<file path="config.mk">
export PLATFORM = sky130hd
export DESIGN_NAME = m16_frame_sequencer_flat
export DESIGN_NICKNAME = d
export VERILOG_FILES = /design/src/rtl/m16_pkg.sv /design/src/rtl/m16_frame_sequencer_if.sv /design/src/rtl/m16_slot_timer.sv /design/src/rtl/m16_frame_sequencer.sv /design/src/flat_wrapper.sv
export SDC_FILE = /design/constraint.sdc
export NUM_CORES = 1
export LEC_CHECK = 0
export CORE_MARGIN = 3
export CORE_UTILIZATION = 34
export CTS_CLUSTER_SIZE = 14
export DETAILED_ROUTE_END_ITERATION = 16
export SYNTH_ARGS = -nofsm -noshare
export SYNTH_HDL_FRONTEND = slang
export SYNTH_HIERARCHICAL = 1
export SYNTH_SLANG_ARGS = --single-unit
</file>
<file path="constraint.sdc">
create_clock -name clk -period 2 [get_ports clk]
set_input_delay 0.2 -clock clk [delete_from_list [all_inputs] [get_ports clk]]
set_output_delay 0.2 -clock clk [all_outputs]
set_load 0.1 [all_outputs]
</file>
<file path="src/rtl/m16_pkg.sv">
// Shared types and constants for the M16 frame sequencer slice.
package m16_pkg;

   localparam int M16_PTR_W           = 11;
   localparam int M16_GRP_W           = 5;
   localparam int M16_FRAME_WORDS_DEF = 2048;
   localparam int M16_GROUPS_DEF      = 32;
   localparam int M16_CLK_DIV_DEF     = 16;

   typedef enum logic [2:0] {
      ST_IDLE  = 3'd0,
      ST_WAIT  = 3'd1,
      ST_FETCH = 3'd2,
      ST_LATCH = 3'd3,
      ST_ADV   = 3'd4
   } m16_state_e;

   // Frame index inside the group cycle; wraps by compare so GROUPS below 32 works.
   function automatic logic [M16_GRP_W-1:0] m16_grp_next(input logic [M16_GRP_W-1:0] grp,
                                                         input int groups);
      return (grp == M16_GRP_W'(groups - 1)) ? '0 : grp + M16_GRP_W'(1);
   endfunction

endpackage

</file>
<file path="src/rtl/m16_frame_sequencer_if.sv">
// Sequencer <-> filler bus. The sequencer owns the master modport.
// With M16_SEQ_EXT_TICK_EN defined the bus also carries the external word tick.
interface m16_frame_sequencer_if;
   import m16_pkg::*;

   logic                 enable;
`ifdef M16_SEQ_EXT_TICK_EN
   logic                 wordTick;
`endif
   logic                 bufGetWord;
   logic [M16_PTR_W-1:0] bufRdPointer;
   logic [M16_GRP_W-1:0] cntGrp;
   logic                 wordValid;
   logic                 frameStart;
   logic                 busy;
   logic                 overrun;

`ifdef M16_SEQ_EXT_TICK_EN
   modport master (input  enable, wordTick,
                   output bufGetWord, bufRdPointer, cntGrp, wordValid, frameStart, busy, overrun);
   modport slave  (output enable, wordTick,
                   input  bufGetWord, bufRdPointer, cntGrp, wordValid, frameStart, busy, overrun);
`else
   modport master (input  enable,
                   output bufGetWord, bufRdPointer, cntGrp, wordValid, frameStart, busy, overrun);
   modport slave  (output enable,
                   input  bufGetWord, bufRdPointer, cntGrp, wordValid, frameStart, busy, overrun);
`endif

endinterface

</file>
<file path="src/rtl/m16_slot_timer.sv">
// Word-slot tick source. Default: divider counting 0..CLK_DIV-1 while enabled,
// held at 0 otherwise, tick on the last count. With M16_SEQ_EXT_TICK_EN the
// external word tick is passed through instead and CLK_DIV is ignored.
module m16_slot_timer #(
   parameter int CLK_DIV = 16
) (
   input  logic clk,
   input  logic reset,
   input  logic en_i,
`ifdef M16_SEQ_EXT_TICK_EN
   input  logic word_tick_i,
`endif
   output logic tick_o
);

`ifdef M16_SEQ_EXT_TICK_EN

   assign tick_o = en_i & word_tick_i;

`else

   localparam int              CNT_W    = 16;
   localparam logic [CNT_W-1:0] CNT_LAST = CNT_W'(CLK_DIV - 1);

   logic [CNT_W-1:0] cnt_q, cnt_d;

   // next divider count: cleared while disabled, wraps after CLK_DIV-1
   always_comb begin
      cnt_d = cnt_q;
      if (!en_i) begin
         cnt_d = '0;
      end else if (cnt_q == CNT_LAST) begin
         cnt_d = '0;
      end else begin
         cnt_d = cnt_q + CNT_W'(1);
      end
   end

   // divider register
   always_ff @(posedge clk or negedge reset) begin
      if (!reset) begin
         cnt_q <= '0;
      end else begin
         cnt_q <= cnt_d;
      end
   end

   assign tick_o = en_i && (cnt_q == CNT_LAST);

`endif

endmodule

</file>
<file path="src/rtl/m16_frame_sequencer.sv">
// M16 frame sequencer: paces word fetches for the filler, walks the word
// pointer through a frame and the frame counter through a group cycle.
// Optional build macro: M16_SEQ_EXT_TICK_EN (slot tick from bus wordTick).
module m16_frame_sequencer
   import m16_pkg::*;
#(
   parameter int CLK_DIV     = M16_CLK_DIV_DEF,
   parameter int FRAME_WORDS = M16_FRAME_WORDS_DEF,
   parameter int GROUPS      = M16_GROUPS_DEF
) (
   input  logic                   clk,
   input  logic                   reset,
   m16_frame_sequencer_if.master  bus
);

   localparam logic [M16_PTR_W-1:0] PTR_LAST = M16_PTR_W'(FRAME_WORDS - 1);

   m16_state_e           state_q, state_d;
   logic [M16_PTR_W-1:0] ptr_q, ptr_d;
   logic [M16_GRP_W-1:0] grp_q, grp_d;
   logic                 ovr_q, ovr_d;
   logic                 tick;
   logic                 busy;
   logic                 get_word;
   logic                 word_valid;
   logic                 frame_start;

   assign busy = (state_q != ST_IDLE);

   m16_slot_timer #(
      .CLK_DIV(CLK_DIV)
   ) u_slot_timer (
      .clk        (clk),
      .reset      (reset),
      .en_i       (busy),
`ifdef M16_SEQ_EXT_TICK_EN
      .word_tick_i(bus.wordTick),
`endif
      .tick_o     (tick)
   );

   // next state, pointer/group stepping, overrun tracking and strobes
   always_comb begin
      state_d     = state_q;
      ptr_d       = ptr_q;
      grp_d       = grp_q;
      ovr_d       = ovr_q;
      get_word    = 1'b0;
      word_valid  = 1'b0;
      frame_start = 1'b0;
      case (state_q)
         ST_IDLE: begin
            ptr_d = '0;
            ovr_d = 1'b0;
            if (bus.enable) begin
               state_d = ST_WAIT;
            end
         end
         ST_WAIT: begin
            if (tick) begin
               state_d = ST_FETCH;
            end
         end
         ST_FETCH: begin
            get_word    = 1'b1;
            frame_start = (ptr_q == '0);
            if (tick) begin
               ovr_d = 1'b1;
            end
            state_d = ST_LATCH;
         end
         ST_LATCH: begin
            // filler registered dataWord on the FETCH edge
            word_valid = 1'b1;
            if (tick) begin
               ovr_d = 1'b1;
            end
            state_d = ST_ADV;
         end
         ST_ADV: begin
            if (tick) begin
               ovr_d = 1'b1;
            end
            if (ptr_q == PTR_LAST) begin
               // frame end is the only point where enable is honoured
               ptr_d   = '0;
               grp_d   = m16_grp_next(grp_q, GROUPS);
               state_d = bus.enable ? ST_WAIT : ST_IDLE;
            end else begin
               ptr_d   = ptr_q + M16_PTR_W'(1);
               state_d = ST_WAIT;
            end
         end
         default: begin
            state_d = ST_IDLE;
         end
      endcase
   end

   // state and datapath registers
   always_ff @(posedge clk or negedge reset) begin
      if (!reset) begin
         state_q <= ST_IDLE;
         ptr_q   <= '0;
         grp_q   <= '0;
         ovr_q   <= 1'b0;
      end else begin
         state_q <= state_d;
         ptr_q   <= ptr_d;
         grp_q   <= grp_d;
         ovr_q   <= ovr_d;
      end
   end

   assign bus.bufGetWord   = get_word;
   assign bus.bufRdPointer = ptr_q;
   assign bus.cntGrp       = grp_q;
   assign bus.wordValid    = word_valid;
   assign bus.frameStart   = frame_start;
   assign bus.busy         = busy;
   assign bus.overrun      = ovr_q;

endmodule

</file>
<file path="src/flat_wrapper.sv">
// flat-port wrapper written by rule: the top's interface ports become plain ports
module m16_frame_sequencer_flat import m16_pkg::*;
#(
   parameter int CLK_DIV     = M16_CLK_DIV_DEF,
   parameter int FRAME_WORDS = M16_FRAME_WORDS_DEF,
   parameter int GROUPS      = M16_GROUPS_DEF
)
  (clk, reset, bus_enable, bus_bufGetWord, bus_bufRdPointer, bus_cntGrp, bus_wordValid, bus_frameStart, bus_busy, bus_overrun);
  m16_frame_sequencer_if bus_i ();
  input  logic clk;
  input  logic reset;
  input wire logic [$bits(bus_i.enable)-1:0] bus_enable;
  output wire logic [$bits(bus_i.bufGetWord)-1:0] bus_bufGetWord;
  output wire logic [$bits(bus_i.bufRdPointer)-1:0] bus_bufRdPointer;
  output wire logic [$bits(bus_i.cntGrp)-1:0] bus_cntGrp;
  output wire logic [$bits(bus_i.wordValid)-1:0] bus_wordValid;
  output wire logic [$bits(bus_i.frameStart)-1:0] bus_frameStart;
  output wire logic [$bits(bus_i.busy)-1:0] bus_busy;
  output wire logic [$bits(bus_i.overrun)-1:0] bus_overrun;
  assign bus_i.enable = bus_enable;
  assign bus_bufGetWord = bus_i.bufGetWord;
  assign bus_bufRdPointer = bus_i.bufRdPointer;
  assign bus_cntGrp = bus_i.cntGrp;
  assign bus_wordValid = bus_i.wordValid;
  assign bus_frameStart = bus_i.frameStart;
  assign bus_busy = bus_i.busy;
  assign bus_overrun = bus_i.overrun;
  m16_frame_sequencer #(.CLK_DIV(CLK_DIV), .FRAME_WORDS(FRAME_WORDS), .GROUPS(GROUPS)) u_core (.clk(clk), .reset(reset), .bus(bus_i));
endmodule
</file>
# Word level (Yosys, flattened, before mapping)
# Cells that the tools add are included.
[op_classes]
bitwise = 0
mul = 0
n_mux = 15
n_eq_ne = 10
shifts = 0
n_div = 0
n_lt_le_gt_ge = 0
n_addsub = 3
n_reduce_logical = 10
[ops]
columns = ["operator", "count"]
rows = [
  ["$mux 16", 2],
  ["$pmux 11 s2", 1],
  ["$add 16x1->16 const B", 1],
  ["$eq 16x4->1 const B", 1],
  ["$pmux 3 s5", 1],
  ["$add 11x1->11 const B", 1],
  ["$eq 11x11->1 const B", 1],
  ["$logic_not 11->1", 1],
  ["$mux 11", 1],
  ["$mux 3", 3],
  ["$eq 3x2->1 const B", 2],
  ["$reduce_and 2->1", 3],
  ["$add 5x1->5 const B", 1],
  ["$eq 5x5->1 const B", 1],
  ["$mux 1", 5],
  ["$mux 5", 1],
  ["$ne 2x1->1 const B", 2],
  ["$reduce_bool 2->1", 2],
  ["$eq 3x1->1 const B", 1],
  ["$eq 3x3->1 const B", 1],
  ["$logic_not 3->1", 1],
  ["$reduce_bool 3->1", 1],
  ["$reduce_or 3->1", 1],
  ["$ne 2x2->1 const B", 1],
  ["2 further kinds", 2],
]
[totals]
latch_bits = 0
output_inout_bits = 21
input_bits = 3
ramBits = 0
elab_cells = 43
memories = 0
reg_bits = 36
mem_bits_ro = 0

# Longest topological paths before layout
[logic_depth]
word_depth = 4
ltp_mapped = 8
mapped_depth_nobuf = 8

# Cells and area by module
# Netlist, hierarchy kept.
[by_module_without_submodules]
columns = ["mod", "seq_area_each_um2", "area_per_inst_um2", "n_inst", "cells_per_inst"]
rows = [
  ["m16_frame_sequencer", 500.5, 1132.3, 1, 123],
  ["m16_slot_timer", 400.4, 808.3, 1, 80],
]

# Worst setup path before layout
# No wires, ideal clock.
[synth_timing]
path_kind = "register to output"
start = "reg u_core.state_q[1]"
end = "out bus_frameStart"
path_stages_with_launch = 5
slack_ns = -4.041
path_buffers = 1
required_time_ns = 1.800
arrival_ns = 5.841
path_cell_list = "dfrtp_1 > clkbuf_1 > nor3b_1 > nand2_1 > nor4_1"
[synth_via]
elab_chain_len = 2
[synth_lines]
columns = ["element", "line", "text"]
rows = [
  ["start, declared", "m16_frame_sequencer.sv:18", "m16_state_e state_q, state_d;"],
  ["start signal, assigned", "m16_frame_sequencer.sv:108", "state_q <= state_d;"],
  ["$eq 3x2->1", "m16_frame_sequencer.sv:51", "case (state_q)"],
  ["$mux 1", "m16_frame_sequencer.sv:51", ""],
  ["end, declared", "flat_wrapper.sv:17", "output wire logic [$bits(bus_i.frameStart)-1:0] bus_frameStart;"],
]
# No other way between the ends.

# Final worst setup path
[layout_timing]
start = "reg u_core.ptr_q[1], in the netlist u_core/bus.bufRdPointer[1]"
end = "out bus_frameStart"
[layout_via]
elab_chain_len = 2
[layout_lines]
columns = ["element", "line", "text"]
rows = [
  ["start, declared", "m16_frame_sequencer.sv:19", "logic [M16_PTR_W-1:0] ptr_q, ptr_d;"],
  ["start signal, assigned", "m16_frame_sequencer.sv:109", "ptr_q <= ptr_d;"],
  ["$logic_not 11->1", "m16_frame_sequencer.sv:66", "frame_start = (ptr_q == '0);"],
  ["$mux 1", "m16_frame_sequencer.sv:51", ""],
]
# No other way between the ends.

==> flow_metrics.tcl <==
set metrics [dict create \
    grt.overflow.total 0 \
    wl_mm 4.33 \
    grt_pass1_vias 1538 \
    rows 26 \
    cp.required_ps 1800 \
    outcome "complete, but fails checks" \
    core_area_um2 5300 \
    synthAdderAreaFrac_pct 3.22 \
    numClockSinks 36 \
    io-pin-count 24 \
    synth_xor_area_share_pct 6.32 \
    synth_area_leaders "dfrtp_1 (46%), xnor2_1 (5.9%), nor2_1 (5.0%)" \
    synth_area_um2 1940 \
    clockRootBuffer "clkbuf_8" \
    worstMarginPinSlew_ps 585 \
    synthMuxAreaShare_pct 2.32 \
    final_nets 253 \
    yosysSeqAreaShare_pct 46.4 \
    synth-compound-area-share_pct 8.90 \
    synth-simple-area-share_pct 30.0 \
    drt-pass1-iter-count 4 \
    syn2layout_area_growth_pct 33.0 \
    fill_cells 490 \
    cts_tree "done" \
    drt_iter0_drc 83 \
    critical_path_arrival_ps 1830 \
    endpoint_kind "output port" \
    r2r_slack_ps 40 \
    fp.dieW_um 81.6 \
    synth.most_common_cell "dfrtp_1" \
    hold_viol_final 0 \
    yosys.area.top_type_share_pct 46.4 \
    synth_top_family_by_area "simple AND/OR/NAND/NOR gates" \
    synth_top_cells_by_count "dfrtp_1 (36), nor2_1 (26), nand2_1 (22)" \
    maxSlewViolCount 0 \
    clkLatencyLatePin_ps 290 \
    clk_path_buf_depth 2 \
    grt_pass1_wl_mm 7.60 \
    place_congestion 0.771 \
    period_minus_slack_ps 2030 \
    start_kind "flop" \
    total_power_mw 1.29 \
    fmax_mhz 492 \
    io_buffers 23 \
    clkSlewWorstSetupHoldPaths_ps 80 \
    drive_above_1_share_pct 35.8 \
    synth_edf_count 0 \
    antenna_found_initial 0 \
    drtAntennaViolNets 0 \
    antenna_cells 0 \
    p_leak_nw 1.13 \
    crit_type "flop to output port" \
    ir_drop_uv 272 \
    drc 0 \
    setup_ws_ps -30.9 \
    dieHeight_um 81.6 \
    grt_max_degree 27 \
    cts_buffers 5 \
    gr-usage-all-layers_pct 14.6 \
    yosysWarnings 6 \
    min_period_over_period_pct 102 \
    dieArea_um2 6650 \
    slew_headroom_pct 61.0 \
    yosys.area.top_type "dfrtp_1" \
    synth_ff_type "dfrtp_1" \
    setup_tns_ps -30.9 \
    hpwl_mm 3.02 \
    place_inst 303 \
    htreeDepth 2 \
    wl_per_cell_um 13.7 \
    dr_total_vias 1616 \
    initial_core_util_pct 36.6 \
    rsz0062_at_grt "true" \
    power_density_nw_per_um2 500 \
    async_flop_share_pct 100 \
    hp-class "input port to async pin" \
    synth_nets 211 \
    cap_violations 0 \
    cp_max_fo 2 \
    viasPerCell 5.11 \
    ys_seq_elements 36 \
    violations "setup timing" \
    postSynthCellCount 203 \
    syn_avg_cell_area_um2 9.56 \
    skew_ps 9.13 \
    stdcell_count 316 \
    setup-violations-final 1 \
    synth.distinct_cells 45 \
]
[report_power, final]
group	leakage, nW	switching [mW]	internal [mW]	total (mW)
Combinational	0.619	0.0146	0.00495	0.0196
Sequential	0.464	0	0.727	0.727
Clock	0.0445	0.265	0.280	0.545
[layer usage]
metal  GRT usage (%)  vias to the layer above  wire, µm
met5               0                        -         0
met4            5.91                        0        45
met3            2.96                        6       173
met2            21.1                       35      1890
met1            21.2                      769      2220
li1                -                      806         -
[critical path, stage by stage, from the launching register on]
cell and delay, ps:
dfrtp_4 490, inv_4 70, ha_4 100, or4b_4 460, nor4_4 200, buf_12 210
[worst paths after layout]
path | endpoint | depth (start not counted) | startpoint
max | bus_frameStart | 5 | u_core/bus.bufRdPointer[1]$_DFFE_PN0P_
max in group asynchronous | u_core/u_slot_timer/cnt_q[13]$_DFF_PN0_ | 3 | reset
min reg2reg | u_core/u_slot_timer/cnt_q[0]$_DFF_PN0_ | 1 | u_core/u_slot_timer/cnt_q[0]$_DFF_PN0_
min | u_core/bus.bufRdPointer[6]$_DFFE_PN0P_ | 2 | reset
min in group clk | u_core/u_slot_timer/cnt_q[0]$_DFF_PN0_ | 1 | u_core/u_slot_timer/cnt_q[0]$_DFF_PN0_
max reg2reg | u_core/bus.cntGrp[2]$_DFFE_PN0P_ | 6 | u_core/bus.bufRdPointer[1]$_DFFE_PN0P_
[cell usage in the layout (no fill, tap or decap), drive strengths merged, types with 2 or more instances in the layout]
| master | count |
|---|---|
| dfrtp | 36 |
| nor3b | 3 |
| buf | 40 |
| a21o | 2 |
| a221o | 2 |
| o22ai | 3 |
| nor2 | 28 |
| a22o | 3 |
| nand2 | 22 |
| clkbuf | 7 |
| inv | 6 |
| nand4 | 5 |
| a21oi | 3 |
| ha | 5 |
| nand3b | 2 |
| nand3 | 12 |
| nor4 | 8 |
| o21ai | 8 |
| or3b | 2 |
| and3 | 3 |
| and3b | 2 |
| or4b | 2 |
| nand2b | 2 |
| or4 | 2 |
| mux2 | 4 |
| nor3 | 7 |
| a31oi | 2 |
| xnor2 | 13 |
[area by class of cell]
class / instances / area (µm²) / area share (%)
timing repair buffer: 42 / 368 / 14.3
sequential: 36 / 930 / 36.0
inverter: 6 / 25.0 / 0.969
tap: 70 / 87.6 / 3.39
clock inverter: 1 / 7.51 / 0.291
multi-input combinational: 154 / 1080 / 41.7
clock buffer: 7 / 86.3 / 3.34
[timing repair]
item	4_1_cts	5_1_grt
pin swaps	1	2
endpoints found under the setup margin	1	7
resized for setup	6	8
buffers inserted	4	0
hold buffers	1	0
endpoints found under the hold margin	25	0
[registers in the layout (all words and copies together) (netlist names)]
register	cells
u_core/u_slot_timer/cnt_q	16
u_core/bus.bufRdPointer	11
u_core/bus.cntGrp	5
u_core/state_q	3
u_core/bus.overrun	1
[through the flow]
step / utilization [%] / worst slack, ps / hold WS (ps) / area [µm²]
4_1_cts: 48.1 / -118 / 457 / 2550
6_report: 48.7 / -30.9 / 433 / 2580
3_3_place_gp: 45.2 / 77.5 / 246 / 2400
2_1_floorplan: - / -874 / -95.6 / 2040
5_1_grt: 48.7 / -90.7 / 507 / 2580
3_5_place_dp: 45.2 / 51.5 / 242 / 2400
[logic make-up after synthesis]
kind of cell,after synthesis
adders and majority gates,5
AOI/OAI and AO/OA,26
DFF,36
and+or+nand+nor,105
buffers and inverters,13
xor gates and xnor gates,14
muxes,4
(Power assumes the default switching activity.)
